### src/rtl/alu8_rr_sched.sv
`timescale 1ns/1ps
// -----------------------------------------------------------------------------
// alu8_rr_sched
// Shares one combinational 8-bit ALU among NREQ requesters with round-robin
// arbitration. One operation is in flight at a time. Each operation passes
// through IDLE (grant), EXEC (ALU evaluates the registered operands) and
// RESP (result held until the consumer accepts it).
//
// Parameters
//   NREQ       number of requesters (2..8)
//   IDW        width of rsp_id, $clog2(NREQ) with a minimum of 1
//
// Ports
//   clk, rst_n                     clock (rising edge), async active-low reset
//   req_valid/req_ready            per-requester handshake, req_ready one-hot
//   req_a/req_b/req_op/req_sh      packed per-requester operands (slice i)
//   alu_a/alu_b/alu_op/alu_sh      registered operands towards the ALU
//   alu_y/alu_flags                ALU result and {Z,C,N,V}
//   rsp_valid/rsp_ready            response handshake
//   rsp_id/rsp_y/rsp_flags         served requester index and captured result
//   ops_done                       completed handshakes, saturating
//                                  (only when ALU8_PERF_CNT_EN is defined)
// -----------------------------------------------------------------------------
module alu8_rr_sched #(
    parameter int NREQ = 4,
    parameter int IDW  = (NREQ > 1) ? $clog2(NREQ) : 1
) (
    input  logic              clk,
    input  logic              rst_n,
    input  logic [NREQ-1:0]   req_valid,
    output logic [NREQ-1:0]   req_ready,
    input  logic [8*NREQ-1:0] req_a,
    input  logic [8*NREQ-1:0] req_b,
    input  logic [4*NREQ-1:0] req_op,
    input  logic [3*NREQ-1:0] req_sh,
    output logic [7:0]        alu_a,
    output logic [7:0]        alu_b,
    output logic [3:0]        alu_op,
    output logic [2:0]        alu_sh,
    input  logic [7:0]        alu_y,
    input  logic [3:0]        alu_flags,
    output logic              rsp_valid,
    input  logic              rsp_ready,
    output logic [IDW-1:0]    rsp_id,
    output logic [7:0]        rsp_y,
    output logic [3:0]        rsp_flags
`ifdef ALU8_PERF_CNT_EN
    ,
    output logic [15:0]       ops_done
`endif
);

    typedef enum logic [1:0] {
        IDLE = 2'd0,
        EXEC = 2'd1,
        RESP = 2'd2
    } state_t;

    state_t           state_r;
    logic [IDW-1:0]   last_grant_r;
    logic             grant_found_s;
    logic [IDW-1:0]   grant_idx_s;

    // Round-robin search: first valid requester after last_grant_r, wrapping.
    always_comb begin
        grant_found_s = 1'b0;
        grant_idx_s   = {IDW{1'b0}};
        for (int k = 1; k <= NREQ; k++) begin
            if (!grant_found_s && req_valid[(int'(last_grant_r) + k) % NREQ]) begin
                grant_found_s = 1'b1;
                grant_idx_s   = IDW'((int'(last_grant_r) + k) % NREQ);
            end else begin
                grant_found_s = grant_found_s;
            end
        end
    end

    // One-hot accept, only in IDLE; gated by rst_n so it reads zero while
    // reset is held even if requesters keep req_valid high.
    always_comb begin
        req_ready = {NREQ{1'b0}};
        if (rst_n && (state_r == IDLE) && grant_found_s) begin
            req_ready[grant_idx_s] = 1'b1;
        end else begin
            req_ready = {NREQ{1'b0}};
        end
    end

    // Scheduler FSM: grant and latch operands, capture ALU result, hold response.
    always_ff @(posedge clk or negedge rst_n) begin
        if (!rst_n) begin
            state_r      <= IDLE;
            last_grant_r <= IDW'(NREQ - 1);
            alu_a        <= 8'h00;
            alu_b        <= 8'h00;
            alu_op       <= 4'h0;
            alu_sh       <= 3'd0;
            rsp_valid    <= 1'b0;
            rsp_id       <= {IDW{1'b0}};
            rsp_y        <= 8'h00;
            rsp_flags    <= 4'h0;
        end else begin
            case (state_r)
                IDLE: begin
                    if (grant_found_s) begin
                        alu_a   <= req_a[32'(grant_idx_s)*8 +: 8];
                        alu_b   <= req_b[32'(grant_idx_s)*8 +: 8];
                        alu_op  <= req_op[32'(grant_idx_s)*4 +: 4];
                        alu_sh  <= req_sh[32'(grant_idx_s)*3 +: 3];
                        rsp_id  <= grant_idx_s;
                        state_r <= EXEC;
                    end else begin
                        state_r <= IDLE;
                    end
                end
                EXEC: begin
                    rsp_y     <= alu_y;
                    rsp_flags <= alu_flags;
                    rsp_valid <= 1'b1;
                    state_r   <= RESP;
                end
                RESP: begin
                    // Rotation pointer advances only once the result is taken.
                    if (rsp_ready) begin
                        last_grant_r <= rsp_id;
                        rsp_valid    <= 1'b0;
                        state_r      <= IDLE;
                    end else begin
                        state_r <= RESP;
                    end
                end
                default: begin
                    rsp_valid <= 1'b0;
                    state_r   <= IDLE;
                end
            endcase
        end
    end

`ifdef ALU8_PERF_CNT_EN
    logic [15:0] ops_done_r;

    // Saturating count of accepted responses.
    always_ff @(posedge clk or negedge rst_n) begin
        if (!rst_n) begin
            ops_done_r <= 16'h0000;
        end else if (rsp_valid && rsp_ready && (ops_done_r != 16'hFFFF)) begin
            ops_done_r <= ops_done_r + 16'd1;
        end else begin
            ops_done_r <= ops_done_r;
        end
    end

    assign ops_done = ops_done_r;
`endif

endmodule

### config.mk
export PLATFORM = sky130hd
export DESIGN_NAME = alu8_rr_sched
export DESIGN_NICKNAME = d
export VERILOG_FILES = /design/src/rtl/alu8_rr_sched.sv
export SDC_FILE = /design/constraint.sdc
export NUM_CORES = 1
export LEC_CHECK = 0
export BUFFER_PORTS_ARGS = -buffer_cell sky130_fd_sc_hd__buf_2
export CORE_MARGIN = 8
export CORE_UTILIZATION = 38
export CTS_CLUSTER_DIAMETER = 200
export DETAILED_ROUTE_END_ITERATION = 10
export GPL_ROUTABILITY_DRIVEN = 0
export GPL_TIMING_DRIVEN = 0
export PLACE_DENSITY = 0.85
export SYNTH_ARGS = -nofsm -noshare
export SYNTH_HDL_FRONTEND = slang
export SYNTH_SLANG_ARGS = --single-unit
### constraint.sdc
create_clock -name clk -period 1.8 [get_ports clk]
set_clock_uncertainty 0.1 [all_clocks]
set_input_delay 0.09 -clock clk [delete_from_list [all_inputs] [get_ports clk]]
set_output_delay 0.09 -clock clk [all_outputs]
set_load 0.005 [all_outputs]
==> results of run 1 <==
cell usage after synthesis:
| library cell | count |
|---|---|
| buf_2 | 15 |
| mux2_1 | 3 |
| o31ai_4 | 1 |
| mux2_4 | 2 |
| or4_4 | 1 |
| buf_6 | 3 |
| dfstp_2 | 2 |
| nand2_2 | 1 |
| a21oi_1 | 2 |
| nand3_1 | 48 |
| o211ai_2 | 19 |
| mux2i_1 | 24 |
| clkbuf_1 | 2 |
| nand3b_1 | 1 |
| dfrtp_1 | 40 |
| o21ai_0 | 1 |
| mux2_2 | 32 |
| inv_2 | 2 |
| or2_2 | 1 |
| a21o_1 | 1 |
| nand2_4 | 1 |
| and3b_1 | 1 |
| nor2_1 | 4 |
| o21a_1 | 1 |
| nor2b_1 | 5 |
| o211ai_1 | 4 |
| o221ai_2 | 1 |
| nand2b_1 | 2 |
| nand2_1 | 28 |
cell usage in the layout, fill, tap and decap left out, types with 3 or more instances in the layout:
cell and count:
mux2_2 21, nor2_2 3, o211ai_1 4, buf_4 6, buf_6 8, clkbuf_8 5, mux2i_1 19, buf_2 159
nor2b_1 4, mux2i_2 4, dfrtp_1 40, mux2_4 16, nand3_2 16, o211ai_2 19, dlygate4sd3_1 37, buf_8 5
nand3_1 30, nand2_1 27
registers in the layout, indices dropped and copies added (netlist names):
signal	flops
alu_a	8
alu_b	8
alu_op	4
alu_sh	3
last_grant_r	2
rsp_flags	4
rsp_id	2
rsp_valid	1
rsp_y	8
state_r	2
cells by family (layout without fill, tap and decap cells):
kind of cell | Yosys count | count (layout) | synth area share [%]
compound gates | 30 | 30 | 12.7
buf+inv | 22 | 231 | 4.71
mux | 61 | 61 | 25.2
flops | 42 | 42 | 40.0
simple gates | 93 | 93 | 17.3
timing repair:
item                                    CTS  global route
pin swaps                                21             7
endpoints found under the setup margin   29            28
endpoints found under the hold margin    66            40
buffers inserted                         11             2
cloned                                    2             0
resized for setup                        47            33
cell type report:
type / count / area [um2] / area share, %
multi-input cells: 184 / 1670 / 37.9
repair buffers: 202 / 1290 / 29.2
flip-flops and latches: 42 / 1050 / 23.9
plain buffers: 19 / 171 / 3.89
well taps: 80 / 100 / 2.27
clock buffers: 5 / 68.8 / 1.56
clock inverters: 3 / 43.8 / 0.993
inverters: 2 / 15.0 / 0.340
layer usage:
layer / share of wire, % / track usage (%) / vias up
met4: 2.6 / 9.08 / 0
met5: 0 / 0 / -
met3: 7.2 / 6.15 / 24
met1: 37 / 21.7 / 1369
li1: - / - / 1314
met2: 53 / 38.8 / 134
worst paths after layout:
check                                     to  slack, ns  depth (start not counted)
worst max-delay path            req_ready[3]      -0.31                          8
worst min-delay path               alu_sh[1]      -0.14                          1
worst max register to register      alu_a[6]      -0.27                          9
worst min register to register     rsp_valid       0.38                          1
max in group asynchronous           alu_a[3]       1.08                          1
min in group clk                    alu_b[1]          0                          3
worst max-delay path, cell delays in order, from the launching register on:
cell,delay [ns]
dfstp_2,0.61
and3b_2,0.22
o31ai_4,0.07
buf_6,0.13
buf_8,0.14
inv_8,0.06
nand3_2,0.09
nor2b_2,0.17
buf_2,0.12
report_power, final:
group          internal [mW]  switching, mW  total (mW)
Sequential              1.45          0.292        1.74
Clock                  0.416          0.357       0.773
Combinational           2.04           2.05        4.09
Total                   3.90           2.70        6.60
through the flow:
step | setup TNS (ns) | util (%)
final | -6.49 | 65.3
after floorplan | -0.0485 | -
after CTS | -9.37 | 63.8
after global routing | -8.73 | 65.3
after global placement | -6.16 | 51.8
after detailed placement | -7.52 | 51.8
==> flow_summary.ini, run 1 <==
[status]
outcome = complete, but fails checks
violations = negative hold slack, negative setup slack

[power]
ir_drop_uv = 710
power_density_mw_per_mm2 = 1500
p_leak_nw = 2.17
power.total_mw = 6.60

[clock_network]
cts_tree = done
cts.sinks = 42
holdBufCountCts = 37
worstSkewPairLatency_ns = 0.30
clockRootBuffer = clkbuf_8
cts-buffers-inserted = 5
cts_buffer_depth = 2
clkTransAtPathRegs_ns = 0.09
htree_num_levels = 2

[worst_setup_path]
cp.required_ns = 1.61
cp-startpoint = last_grant_r[1]
crit_path_end_kind = output port
regToRegStartpoint = last_grant_r[0]
crit_type = register to output port
crit_arrival_ns = 1.92
start_kind = register
cp_max_fo = 7

[routing]
drt_iter0_drc = 94
route.vias.total = 2841
wire_per_inst_um = 19.7
routed_wl_um = 10600
final_antenna_net_count = 0
vias_per_cell = 5.29
drc = 0
drtPass1Iterations = 4

[job]
drv_cap = 0

[yosys]
synth_area_mm2 = 0.00263
synth_area_leaders = dfrtp_1, mux2_2, mux2i_1, nand3_1, o211ai_2
yosys.area.top_type = dfrtp_1
yosys_warnings = 0
synth_top_area_share_pct = 38.0
ys_ff_latch = 42
syn_inst = 248
syn_nets = 359
yosysSeqAreaShare_pct = 40.0
syn_avg_cell_area_um2 = 10.6
ys_types = 29

[final_layout]
area_delta_synth_final_pct = 67.6
nFillCells = 541
antenna_cells = 0
drive_above_1_share_pct = 62.6
layout.nets = 567
stdcell_count = 537
fin_area_mm2 = 0.00441

[sta]
fin_crit_sh_pct = 117
fin_crit_ns = 2.11
fmax_ghz = 0.475
finalSetupViolCount = 28
finalHoldViolCount = 41
rsz0062_at_grt = yes
worst_hold_slack_ns = -0.137
fin_ws_ns = -0.306
slew_violations = 0
slew_headroom_pct = 30.4
tightest_slew_ns = 1.04

[global_route]
grtUsageTotal_pct = 21.1
antenna_found_initial = 0
grt_max_degree = 45
grt_pass1_vias = 3187
overflow = 0
grt_pass1_wl_um = 16400

[floorplan]
die_w_um = 99.2
core_mm2 = 0.00676
start_util_pct = 38.9
die_area_mm2 = 0.00984
row_count = 30
die_h_um = 99.2
num_io_pins = 153

[placement]
placed_cells = 480
dp_hpwl_um = 6950
io_buffer_count = 152
post-place-ws_ns = -0.348
postPlaceCellArea_mm2 = 0.00350

[worst_hold_path]
hold_path.class = input port to async pin
(Power assumes the default switching activity.)
==> run 2, diff against run 1 <==
- PLACE_DENSITY: 0.85 -> 0.82
- clock period: 1.8 -> 2.1 ns (I/O delays scaled with it)
==> run 2 against run 1 <==
Against the previous run: the flow still finishes with violations (negative hold slack, negative setup slack); core utilization shrank 7.3 points; combinational power down 25%; global-route usage shrank 3.2 points; non-clock buffer count fell by 27; wire length shrank 11%; worst hold slack better by 0.030 ns; final cell count shrank 4.8%; largest cell class unchanged; largest power group unchanged; highest routed layer unchanged.
==> flow_summary.ini, run 2 (same netlist as run 1, synthesis figures left out) <==
[worst_setup_path]
path_buf_inv = 4
crit_path_end_kind = output port
start_kind = register
slowest_stage = dfstp_2
crit_type = register to output port
critical_path.max_stage_delay_ns = 0.60
crit_arrival_ns = 1.94
critical_path.top_delay_family = flip-flops
cp.required_ns = 1.89
cp_max_fo = 6
path_cells = and3b_2 > o31ai_4 > buf_6 > buf_8 > inv_4 > nand3_2 > nor2b_1 > buf_2

[sta]
fin_crit_ns = 2.15
rsz0062_at_grt = yes
tightest_slew_ns = 1.06
finalSetupViolCount = 3
fmax_ghz = 0.465
worst_hold_slack_ns = -0.106
slew_headroom_pct = 29.7
fin_ws_ns = -0.0497
fin_tns_setup_ns = -0.0698
fin_crit_sh_pct = 102
slew_violations = 0
finalHoldViolCount = 40

[placement]
io_buffer_count = 152
dp_hpwl_um = 7020
placed_cells = 480
postPlaceCellArea_mm2 = 0.00349
post-place-ws_ns = -0.0376

[power]
ir_drop_uv = 508
power.total_mw = 5.23
p_leak_nw = 1.96
power_density_mw_per_mm2 = 1330

[floorplan]
core_mm2 = 0.00676
die_area_mm2 = 0.00984
die_h_um = 99.2
start_util_pct = 38.9
num_io_pins = 153
row_count = 30
die_w_um = 99.2

[clock_network]
cts.sinks = 42
clkTransAtPathRegs_ns = 0.08
cts_tree = done
clockRootBuffer = clkbuf_8
cts_buffer_depth = 2
htree_num_levels = 2
cts-buffers-inserted = 5
holdBufCountCts = 12
worstSkewPairLatency_ns = 0.28

[status]
violations = negative hold slack, negative setup slack
outcome = complete, but fails checks

[global_route]
antenna_found_initial = 1
overflow = 0
grt_pass1_wl_um = 14300
grt_max_degree = 45
grt_pass1_vias = 2905
grtUsageTotal_pct = 17.9

[routing]
drc = 0
route.vias.total = 2624
drt_iter0_drc = 87
drtPass1Iterations = 4
final_antenna_net_count = 0
vias_per_cell = 5.14
routed_wl_um = 9400
wire_per_inst_um = 18.4

[final_layout]
drive_above_1_share_pct = 60.7
fin_area_mm2 = 0.00392
mostFrequentLayoutCells = buf_2, nand3_1, dfrtp_1, mux2_2, nand2_1
finish.utilization_pct = 58.0
area_delta_synth_final_pct = 48.9
final_common_cell = buf_2
layout.nets = 540
reg_top3 = alu_a: 8 flops, alu_b: 8 flops, rsp_y: 8 flops
stdcell_count = 511

[worst_hold_path]
hold_path.class = input port to async pin

[job]
drv_cap = 0
[run 2: where the power goes]
group	switching [mW]	total, mW	internal [mW]
Combinational	1.56	3.08	1.52
Sequential	0.246	1.49	1.24
Clock	0.277	0.665	0.388
[run 2: worst reg2reg max path: stages, from the launching register on]
cell,delay (ns)
dfstp_2,0.56
and3b_2,0.23
o31ai_4,0.23
buf_6,0.15
buf_8,0.10
buf_4,0.16
nand3_1,0.11
mux2_2,0.29
o211ai_2,0.07
[run 2: layout make-up]
class / instances / area, um2
diodes: 1 / 2.50
plain buffers: 19 / 155
clock buffers: 7 / 86.3
clock inverters: 1 / 30.0
fillers: 595 / 2840
inverters: 2 / 10.0
multi-input cells: 184 / 1500
flip-flops and latches: 42 / 1050
well taps: 80 / 100
repair buffers: 175 / 982
[run 2: what timing repair did]
item	4_1_cts	5_1_grt
endpoints found under the setup margin	15	26
pin swaps	3	4
gates resized for setup	14	19
endpoints found under the hold margin	52	40
buffers inserted	9	4
[run 2: layer usage]
layer / up-vias / wire [um] / global-route usage (%) / part of all wire [%]
met3: 8 / 524 / 4.26 / 5.6
met1: 1250 / 3780 / 21.0 / 40
li1: 1262 / - / - / -
met2: 104 / 5000 / 32.0 / 53
met5: - / 0 / 0 / 0
met4: 0 / 98 / 4.54 / 1.0
[run 2: path summary, 6_finish.rpt]
check | start | end | slack (ns) | cells after the start
setup / recovery | last_grant_r[1] | req_ready[3] | -0.05 | 8
hold / removal | rst_n | alu_b[0] | -0.11 | 1
setup reg to reg | last_grant_r[0] | alu_b[6] | 0.03 | 8
hold reg to reg | rsp_valid | rsp_valid | 0.38 | 1
max in group asynchronous | rst_n | alu_op[3] | 1.35 | 1
min in group clk | req_a[16] | alu_a[0] | 0.01 | 3
==> run 3, diff against run 2 <==
- SKIP_CTS_REPAIR_TIMING: default -> 1
==> run 3 against run 2 <==
Against the previous run: the flow finishes with violations (negative setup slack); first-iteration DRC count shrank 5.7%; register-to-register slack is essentially flat; fmax grew 2.2%; largest power group unchanged; global-route usage shrank 0.90 points; via count grew 0.57%; worst setup slack gained 0.046 ns; critical path type unchanged; core utilization grew 0.52 points; clock power is essentially flat; wire length grew 0.93%.
==> flow_summary.ini, run 3 (same netlist as run 1, synthesis figures left out) <==
[worst_setup_path]
crit_top_cell = buf_6
crit_arrival_ns = 1.90
critical_path.top_delay_family = flip-flops
cp_max_fo = 9
crit_type = register to output port
path_buf_inv = 4
slowest_stage = dfstp_2
crit_path_end_kind = output port
path_cells = and3b_2 > o31ai_4 > buf_6 > buf_6 > inv_4 > nand3_4 > nor2b_4 > buf_2
critical_path.max_stage_delay_ns = 0.55
cp-startpoint = last_grant_r[0]
start_kind = register
cp.required_ns = 1.89
regToRegStartpoint = last_grant_r[1]

[floorplan]
die_h_um = 99.2
core_mm2 = 0.00676
die_area_mm2 = 0.00984
row_count = 30
num_io_pins = 153
start_util_pct = 38.9
die_w_um = 99.2

[routing]
drt_iter0_drc = 82
drc = 0
wire_per_inst_um = 18.5
final_antenna_net_count = 0
drtPass1Iterations = 4
vias_per_cell = 5.14
routed_wl_um = 9490
route.vias.total = 2639

[sta]
finalSetupViolCount = 1
fmax_ghz = 0.475
tightest_slew_ns = 0.733
fin_ws_ns = -0.00332
finalHoldViolCount = 0
slew_violations = 0
slew_headroom_pct = 50.9
fin_crit_sh_pct = 100
rsz0062_at_grt = yes
fin_crit_ns = 2.10

[clock_network]
cts.sinks = 42
cts-buffers-inserted = 5
worstSkewPairLatency_ns = 0.28
cts_tree = done
clkTransAtPathRegs_ns = 0.08
clockRootBuffer = clkbuf_8
htree_num_levels = 2
cts_buffer_depth = 2

[worst_hold_path]
hp-start = req_a[16]
hold_path.class = input port to register

[placement]
io_buffer_count = 152
dp_hpwl_um = 7020
post-place-ws_ns = -0.0376

[global_route]
antenna_found_initial = 1
grt_pass1_wl_um = 13700
overflow = 0
grt_pass1_vias = 2774
grt_max_degree = 45
grtUsageTotal_pct = 17.0

[final_layout]
finish.utilization_pct = 58.5
regArea_mm2 = 0.00105
drive_above_1_share_pct = 60.4
multi_input_area_mm2 = 0.00152
reg_top3 = alu_a: 8 flops, alu_b: 8 flops, rsp_y: 8 flops
layout.nets = 542
mostFrequentLayoutCells = buf_2, nand3_1, dfrtp_1, mux2_2, nand2_1
area_delta_synth_final_pct = 50.3
nFillCells = 593
final_common_cell = buf_2

[power]
power_density_mw_per_mm2 = 1320
power.total_mw = 5.21
ir_drop_uv = 510
p_leak_nw = 1.97

[status]
outcome = complete, but fails checks
violations = negative setup slack

[job]
drv_cap = 0
-- run 3: changes by cell type in the layout (fill, tap and decap cells not counted), sizes merged --
| cell | change |
|---|---|
| dlygate4sd3 | +2 |
| buf | +1 |
| clkbuf | -1 |
-- run 3: stage by stage --
step | area, um2 | hold slack (ns) | TNS (ns) | instances
after floorplan | 2630 | -0.291 | 0 | 248
after global placement | 3490 | 0.213 | 0 | 480
after detailed placement | 3490 | 0.234 | -0.179 | 480
after CTS | 3610 | -0.0888 | -1.02 | 488
after global routing | 3950 | 0.00802 | -0.492 | 513
final | 3950 | 0.00868 | -0.00332 | 513
-- run 3: layout make-up --
class,count,area share [%]
repair buffers,177,25.4
inverters,2,0.253
well taps,80,2.53
clock inverters,1,0.759
plain buffers,19,3.86
clock buffers,7,2.18
multi-input cells,184,38.3
flip-flops and latches,42,26.6
diodes,1,0.0633
-- run 3: power breakdown --
part	internal (mW)	switching, mW	total [mW]
clock network	0.388	0.276	0.664
registers	1.24	0.241	1.48
logic	1.50	1.57	3.06
total	3.13	2.08	5.21
-- run 3: path summary, 6_finish.rpt --
path                                    to  slack (ns)  cells past startpoint
min in group asynchronous  last_grant_r[0]        0.36                      2
max in group asynchronous        alu_op[2]        0.37                      3
min                               alu_a[0]       0.009                      3
min reg2reg                      rsp_valid        0.38                      1
max reg2reg                       alu_a[0]        0.04                      7
max                           req_ready[3]      -0.003                      8
-- run 3: metal layers --
metal / vias to the layer above / global-route usage, % / part of all wire [%] / wire (um)
met5: - / 0 / 0 / 0
met4: 0 / 2.68 / 1.4 / 129
met3: 10 / 4.12 / 5.6 / 527
met2: 98 / 30.3 / 53 / 5030
met1: 1262 / 20.5 / 40 / 3800
li1: 1269 / - / - / -
-- run 3: worst register-to-register path, stage by stage (launching register included) --
cell and delay, ns:
dfstp_2 0.61, nand2b_1 0.13, a21oi_1 0.08, o221ai_2 0.26, buf_4 0.20, buf_6 0.16, mux2_2 0.38, o211ai_2 0.07
